==> src/rtl/ecall_unit.sv <==
// ecall_unit: environment-call executor for the single-cycle core.
// Decodes the syscall number in a7 (print-int, read-int, exit), stalls the PC
// while waiting for a debounced operator confirm press, and issues a one-cycle
// write-back of the read-int result to x10.
//
// Ports:
//   clk, rst         clock (rising edge), asynchronous active-high reset
//   i_ecall          current instruction is ecall (combinational decode)
//   i_a7_data        register x17 (syscall number)
//   i_a0_data        register x10 (print-int argument)
//   i_conf_btn       raw confirm pushbutton, asynchronous, high = pressed
//   i_switch_data    raw 13-bit switch bank
//   o_stall          hold PC / suppress core regWrite (combinational)
//   o_wb_en          write o_wb_data to o_wb_addr this cycle (registered)
//   o_wb_addr        constant 5'd10
//   o_wb_data        read-int result
//   o_disp_data      last printed value
//   o_disp_valid     print in progress
//   o_halted         program exited
//
// Optional feature macro: ECALL_READ_SIGN_EXT_EN
//   defined   -> read-int sign-extends switch bit 12 into bits 31:13
//   undefined -> read-int zero-extends the switch bank
module ecall_unit #(
  parameter int unsigned DEBOUNCE_CYCLES = 1000000,
  parameter int unsigned SYS_PRINT       = 1,
  parameter int unsigned SYS_READ        = 5,
  parameter int unsigned SYS_EXIT        = 10
) (
  input  logic        clk,
  input  logic        rst,
  input  logic        i_ecall,
  input  logic [31:0] i_a7_data,
  input  logic [31:0] i_a0_data,
  input  logic        i_conf_btn,
  input  logic [12:0] i_switch_data,
  output logic        o_stall,
  output logic        o_wb_en,
  output logic [4:0]  o_wb_addr,
  output logic [31:0] o_wb_data,
  output logic [31:0] o_disp_data,
  output logic        o_disp_valid,
  output logic        o_halted
);

  // Counter only has to reach DEBOUNCE_CYCLES-1; keep at least one bit.
  localparam int unsigned CNT_W = (DEBOUNCE_CYCLES > 1) ? $clog2(DEBOUNCE_CYCLES) : 1;
  localparam logic [CNT_W-1:0] CNT_MAX = CNT_W'(DEBOUNCE_CYCLES - 1);

  typedef enum logic [2:0] {
    S_IDLE       = 3'd0,
    S_PRINT_WAIT = 3'd1,
    S_READ_WAIT  = 3'd2,
    S_DONE       = 3'd3,
    S_HALT       = 3'd4
  } state_t;

  state_t           r_state;
  logic             r_sync1;
  logic             r_sync2;
  logic             r_stable;
  logic             r_press;
  logic [CNT_W-1:0] r_cnt;
  logic             r_wb_en;
  logic [31:0]      r_wb_data;
  logic [31:0]      r_disp_data;
  logic             r_disp_valid;
  logic             r_halted;

  logic             w_is_print;
  logic             w_is_read;
  logic             w_is_exit;
  logic             w_call;
  logic [31:0]      w_read_ext;

  // Full 32-bit syscall decode
  assign w_is_print = (i_a7_data == 32'(SYS_PRINT));
  assign w_is_read  = (i_a7_data == 32'(SYS_READ));
  assign w_is_exit  = (i_a7_data == 32'(SYS_EXIT));
  assign w_call     = i_ecall && (w_is_print || w_is_read || w_is_exit);

`ifdef ECALL_READ_SIGN_EXT_EN
  assign w_read_ext = {{19{i_switch_data[12]}}, i_switch_data};
`else
  assign w_read_ext = {19'b0, i_switch_data};
`endif

  // Stall in the ecall cycle itself, then for every waiting/halted state.
  // Forced low while rst is held so an aborted call releases the PC at once.
  assign o_stall = !rst && (((r_state == S_IDLE) && w_call) ||
                            (r_state == S_PRINT_WAIT) ||
                            (r_state == S_READ_WAIT)  ||
                            (r_state == S_HALT));

  // Button synchroniser, debouncer and rising-edge press pulse
  always_ff @(posedge clk or posedge rst) begin
    if (rst) begin
      r_sync1  <= 1'b0;
      r_sync2  <= 1'b0;
      r_stable <= 1'b0;
      r_press  <= 1'b0;
      r_cnt    <= '0;
    end else begin
      r_sync1 <= i_conf_btn;
      r_sync2 <= r_sync1;
      r_press <= (r_sync2 != r_stable) && (r_cnt == CNT_MAX) && r_sync2;
      if (r_sync2 == r_stable) begin
        r_cnt <= '0;
      end else if (r_cnt == CNT_MAX) begin
        r_cnt    <= '0;
        r_stable <= r_sync2;
      end else begin
        r_cnt <= r_cnt + CNT_W'(1);
      end
    end
  end

  // Call sequencing FSM with registered outputs
  always_ff @(posedge clk or posedge rst) begin
    if (rst) begin
      r_state      <= S_IDLE;
      r_wb_en      <= 1'b0;
      r_wb_data    <= '0;
      r_disp_data  <= '0;
      r_disp_valid <= 1'b0;
      r_halted     <= 1'b0;
    end else begin
      r_wb_en <= 1'b0;
      case (r_state)
        S_IDLE: begin
          // Presses arriving here are simply not looked at
          if (i_ecall) begin
            if (w_is_print) begin
              r_state      <= S_PRINT_WAIT;
              r_disp_data  <= i_a0_data;
              r_disp_valid <= 1'b1;
            end else if (w_is_read) begin
              r_state <= S_READ_WAIT;
            end else if (w_is_exit) begin
              r_state  <= S_HALT;
              r_halted <= 1'b1;
            end
          end
        end
        S_PRINT_WAIT: begin
          if (r_press) begin
            r_state      <= S_DONE;
            r_disp_valid <= 1'b0;
          end
        end
        S_READ_WAIT: begin
          if (r_press) begin
            r_state   <= S_DONE;
            r_wb_en   <= 1'b1;
            r_wb_data <= w_read_ext;
          end
        end
        // One cycle with stall low; ecall still on the bus is ignored here
        S_DONE:  r_state <= S_IDLE;
        S_HALT:  r_state <= S_HALT;
        default: r_state <= S_IDLE;
      endcase
    end
  end

  assign o_wb_en      = r_wb_en;
  assign o_wb_addr    = 5'd10;
  assign o_wb_data    = r_wb_data;
  assign o_disp_data  = r_disp_data;
  assign o_disp_valid = r_disp_valid;
  assign o_halted     = r_halted;

endmodule
==> config.mk <==
export PLATFORM = sky130hd
export DESIGN_NAME = ecall_unit
export DESIGN_NICKNAME = d
export VERILOG_FILES = /design/src/rtl/ecall_unit.sv
export SDC_FILE = /design/constraint.sdc
export NUM_CORES = 1
export LEC_CHECK = 0
export CAP_MARGIN = 25
export CELL_PAD_IN_SITES_DETAIL_PLACEMENT = 1
export CELL_PAD_IN_SITES_GLOBAL_PLACEMENT = 1
export CORE_MARGIN = 3
export CORE_UTILIZATION = 35
export CTS_BUF_LIST = sky130_fd_sc_hd__clkbuf_4
export DETAILED_ROUTE_END_ITERATION = 7
export PLACE_DENSITY_LB_ADDON = 0.3
export SETUP_SLACK_MARGIN = 0.3
export SKIP_LAST_GASP = 1
export SLEW_MARGIN = 20
export SYNTH_ARGS = -nofsm -noshare
export SYNTH_HDL_FRONTEND = slang
export SYNTH_SLANG_ARGS = --single-unit
==> constraint.sdc <==
create_clock -name clk -period 7.82 [get_ports clk]
set_input_delay 0.782 -clock clk [delete_from_list [all_inputs] [get_ports clk]]
set_output_delay 0.782 -clock clk [all_outputs]
set_load 0.1 [all_outputs]
# Yosys cells after proc, flatten, opt, wreduce, memory -nomap -nowiden
# Index checks and enable logic that the tools add are counted.
# word_totals
in_bits	81
elab_cells	63
regBits	75
output_inout_bits	73
# op_classes
n_reduce_logical	20
n_eq_ne	14
bitwise_logic	3
add_sub_neg	1
n_mux	14
# op_table
cell	n
two-way mux 20 bit	2
equality test 32 x 1 -> 1 bit, second input constant	1
equality test 32 x 3 -> 1 bit, second input constant	1
equality test 32 x 4 -> 1 bit, second input constant	1
adder 20 x 1 -> 20 bit, second input constant	1
equality test 20 bit, second input constant	1
two-way mux 3 bit	5
case mux 3 bit (3 select lines)	1
!= test 2 bit, second input constant	3
AND reduction 3 bit	2
logical AND 1 bit	5
logical OR 1 bit	5
two-way mux 1 bit	5
AND reduction 5 bit	1
!= test 4 bit, second input constant	1
AND reduction 2 bit	2
AND reduction 4 bit	1
equality test 3 x 1 -> 1 bit, second input constant	1
equality test 3 x 2 -> 1 bit, second input constant	1
equality test 3 bit, second input constant	1
zero test 3 bit	1
inverter 1 bit	3
!= test 2 x 1 -> 1 bit, second input constant	1
case mux 1 bit (2 select lines)	1
5 further kinds	5

# Depth between registers and ports, before layout
# logic_depth
ltp_word	9
depth_mapped	7

# Worst setup path before layout
# Ideal clock, no wire load.
# synth_timing
kind	in2out
startpoint	input port rst
endpoint	output port o_stall
arrival_ns	3.191
slack_ns	3.847
n_path_buf	0
stages	2
cell_sequence	inv_1 > o221a_2
# synth_via
elab_chain_cells	2
# synth_lines
item	line	text
start, declared	31	input logic rst,
zero test 1 bit (no source line)	n/a	
logical AND 1 bit	90	assign o_stall = !rst && (((r_state == S_IDLE) && w_call) ||
end, declared	37	output logic o_stall,
# Every way passes these cells.

# Worst setup path in the final report
# layout_timing
startpoint	input port i_a7_data[4]
endpoint	output port o_stall
# layout_via
elab_chain_cells	9
elab_cells_between_ends	11
classes_between	3 x eq/ne; 8 x reduce/logical
# layout_lines
item	line	text
start, declared	33	input logic [31:0] i_a7_data,
equality test 32 x 1 -> 1 bit / equality test 32 x 3 -> 1 bit (equally long branches)	77, 78	
logical OR 1 bit	80	assign w_call = i_ecall && (w_is_print || w_is_read || w_is_exit);
logical OR 1 bit *	80	
logical AND 1 bit *	80	
logical AND 1 bit *	90	
logical OR 1 bit *	90	
logical OR 1 bit *	91	(r_state == S_PRINT_WAIT) ||
logical OR 1 bit *	92	(r_state == S_READ_WAIT) ||
logical AND 1 bit *	90	
# Mark *: on every way between the ends. The rest lies on a longest branch, timed or not.

==> impl_metrics.csv <==
group,metric,value,unit
synthesis,yosys.area_share.simple,14.3,%
grt,grt_pass1_wl,15.7,mm
worst_setup_path,timing.rr.start,"r_cnt[0]$_DFF_PP0_",
placed_design,gp_congestion,0.767,
synthesis,synth_compound_area_share,5.20,%
synthesis,ys_types,41,
sta,rsz0062_at_grt,"no",
worst_setup_path,cp-end-kind,"primary output",
routing,drtPass1Iterations,4,
placed_design,port-buffer-count,129,
worst_setup_path,path_class,"input port to primary output",
power,p_per_area,156,nW/um2
worst_setup_path,critPathMaxFanout,4,
sta,max_freq,242,MHz
synthesis,synth.avg_cell_area,12.4,um2
sta,fin_crit,4140,ps
final_layout,finalNetCount,493,
final_layout,area_growth_syn_to_layout,43.7,%
clock_tree,clock_latency,430,ps
grt,antenna_found_initial,0,
grt,grt_pass1_vias,2910,
routing,postRouteAntennaNets,0,
worst_setup_path,cp_data_arrival_time,3350,ps
sta,finalClockSkew,21.9,ps
routing,vias,2639,
power,ir_drop,66.6,uV
sta,hold_violations,0,
final_layout,n_antenna_cell,0,
outcome,outcome,"completed",
floorplan,num_rows,35,
routing,drc,0,
synthesis,synth_xor_area_share,2.56,%
grt,grt_max_degree,55,
clock_tree,cts.sinks,75,
min_path,min_to,"r_sync2$_DFF_PP0_",
floorplan,die_x,105,um
sta,finalCritPeriodShare,52.9,%
worst_setup_path,worstReg2RegEnd,"r_cnt[19]$_DFF_PP0_",
synthesis,netlist_instances,275,
final_layout,final_common_cell,"clkdlybuf4s50_1",
job,cap_violations,0,
sta,hold_slack,377,ps
routing,drtIter0Drc,80,
synthesis,synth_mux_area_share,15.3,%
synthesis,synth_area_leaders,"dfrtp_1 (55%), mux2_2 (14%), buf_4 (5.5%)",
sta,finalMaxSlewViolations,0,
grt,grtUsageTotal,18.2,%
min_path,whs_path_depth,0,
floorplan,die_y,105,um
routing,avgViaCountPerCell,4.85,
synthesis,ys_seq_area_share,54.9,%
sta,fin_tns_setup,0,ps
clock_tree,cts-resized-gates,0,
synthesis,synth_adder_area_share,0.366,%
synthesis,ys_ff_latch,75,
clock_tree,cts_setup_buffers,0,
min_path,hold_path_class,"flop to flop",
floorplan,io_pins,154,
sta,slew_headroom,31.8,%
floorplan,core,9370,um2
worst_setup_path,required,7040,ps
routing,avgRoutedWirePerCell,17.7,um
synthesis,synth_edf_count,0,
floorplan,die_area,11000,um2
clock_tree,clk_pin_slew_worst_paths,120,ps
placed_design,dp_hpwl,7.31,mm
worst_setup_path,rr_worst_depth,6,
grt,gr-total-overflow,0,
min_path,min_from,"r_sync1$_DFF_PP0_",
power,leakagePower,2.18,nW
final_layout,most-common-layout-cells,"clkdlybuf4s50_1 (129), dfrtp_1 (75), mux2_2 (42)",
clock_tree,cts_hold_buf,0,
clock_tree,root_buffer,"clkbuf_4",
synthesis,synth_top_area_share,54.9,%
synthesis,synth_top_family_by_area,"multiplexers",
synthesis,syn-cell-area,3420,um2
sta,worst_pin_slew,1020,ps
worst_setup_path,r2r_slack,5560,ps
synthesis,synth_ff_type,"dfrtp_1",
clock_tree,cts_buffers,9,
sta,setup_viol,0,
clock_tree,cts_buffer_depth,2,
floorplan,initial_utilization,36.5,%
routing,wl,9.62,mm
clock_tree,htreeDepth,3,
clock_tree,cts_tree,"built",
synthesis,synth_warnings,0,
worst_setup_path,worst_setup_path_start_kind,"input port",
synthesis,yosysTopAreaCell,"dfrtp_1",
synthesis,synthArstFlopShare,100,%
final_layout,drive_above_1_share,17.1,%
-- worst max-delay path: stages --
cell             delay, ps
clkdlybuf4s50_1        420
nor4_1                 290
nand4_1                280
nor3_1                 250
o221a_2                210
clkdlybuf4s50_1       1120
-- metrics by stage --
step / power, W / instance area (um2) / std cells / util, % / setup WS [ps]
floorplan: 0.000469 / 3500 / 297 / - / 3850
global placement: 0.000503 / 4740 / 528 / 50.6 / 3670
detailed placement: 0.000504 / 4740 / 528 / 50.6 / 3640
CTS: 0.000776 / 4900 / 543 / 52.3 / 3650
global route: 0.000803 / 4910 / 544 / 52.4 / 3450
finish: 0.000767 / 4910 / 544 / 52.4 / 3680
-- power breakdown --
part	total [W]	internal, W	switching, W
Sequential	0.000391	0.000389	0.00000166
Combinational	0.000106	0.0000383	0.0000677
Clock	0.000270	0.000131	0.000139
-- per-layer routing --
metal | vias to the layer above | global-route usage, % | part of all wire [%]
met5 | - | 0 | 0
met3 | 13 | 4.94 | 6.6
met2 | 94 | 32.9 | 52
met4 | 0 | 6.75 | 1.8
li1 | 1212 | - | -
met1 | 1320 | 20.3 | 39
-- area by class of cell --
type / instances / area [um2]
clock buffer: 10 / 75.1
sequential: 75 / 1880
inverter: 4 / 15.0
multi-input combinational: 188 / 1380
timing repair buffer: 133 / 1330
clock inverter: 5 / 78.8
tap: 129 / 161
fill: 1034 / 4460
-- kinds of logic after synthesis --
family	Yosys count
adder cells (fa/ha/maj)	1
multiplexers	46
XOR/XNOR	10
AO/OA/AOI/OAI	26
other	2
flip-flops	75
buffers and inverters	34
AND/OR/NAND/NOR	81
-- cells in the mapped netlist (3+ instances only) --
library cell   n
a21oi_1       12
nand2_1       10
buf_4         25
o21ai_0        5
o31ai_1        4
and3_1         3
nor4_1         6
nor2_1        14
dfrtp_1       75
or4_1          4
buf_6          3
nand4_1        9
nand2b_1       5
or3_1          5
mux2_2        42
nor3_1         5
mux2_1         3
and4_1         3
inv_1          4
xor2_1         8
nand3_1        4
-- registers in the layout, summed over array words and instances, names as in the netlist --
register and flops:
o_disp_valid 1, r_cnt 20, o_halted 1, r_state 3, r_stable 1, o_wb_data 13
r_sync2 1, o_wb_en 1, r_press 1, o_disp_data 32, r_sync1 1
-- how the worst max path moves through the flow --
stage,startpoint,endpoint,slack (ps),cells after the start
3_3_place_gp,i_a7_data[12],o_stall,3670,6
2_1_floorplan,rst,o_stall,3850,2
6_report,i_a7_data[4],o_stall,3680,6
4_1_cts,i_a7_data[12],o_stall,3650,6
5_1_grt,i_a7_data[12],o_stall,3450,6
3_5_place_dp,i_a7_data[12],o_stall,3640,6
Note: power is estimated with default switching activity, not from simulation.
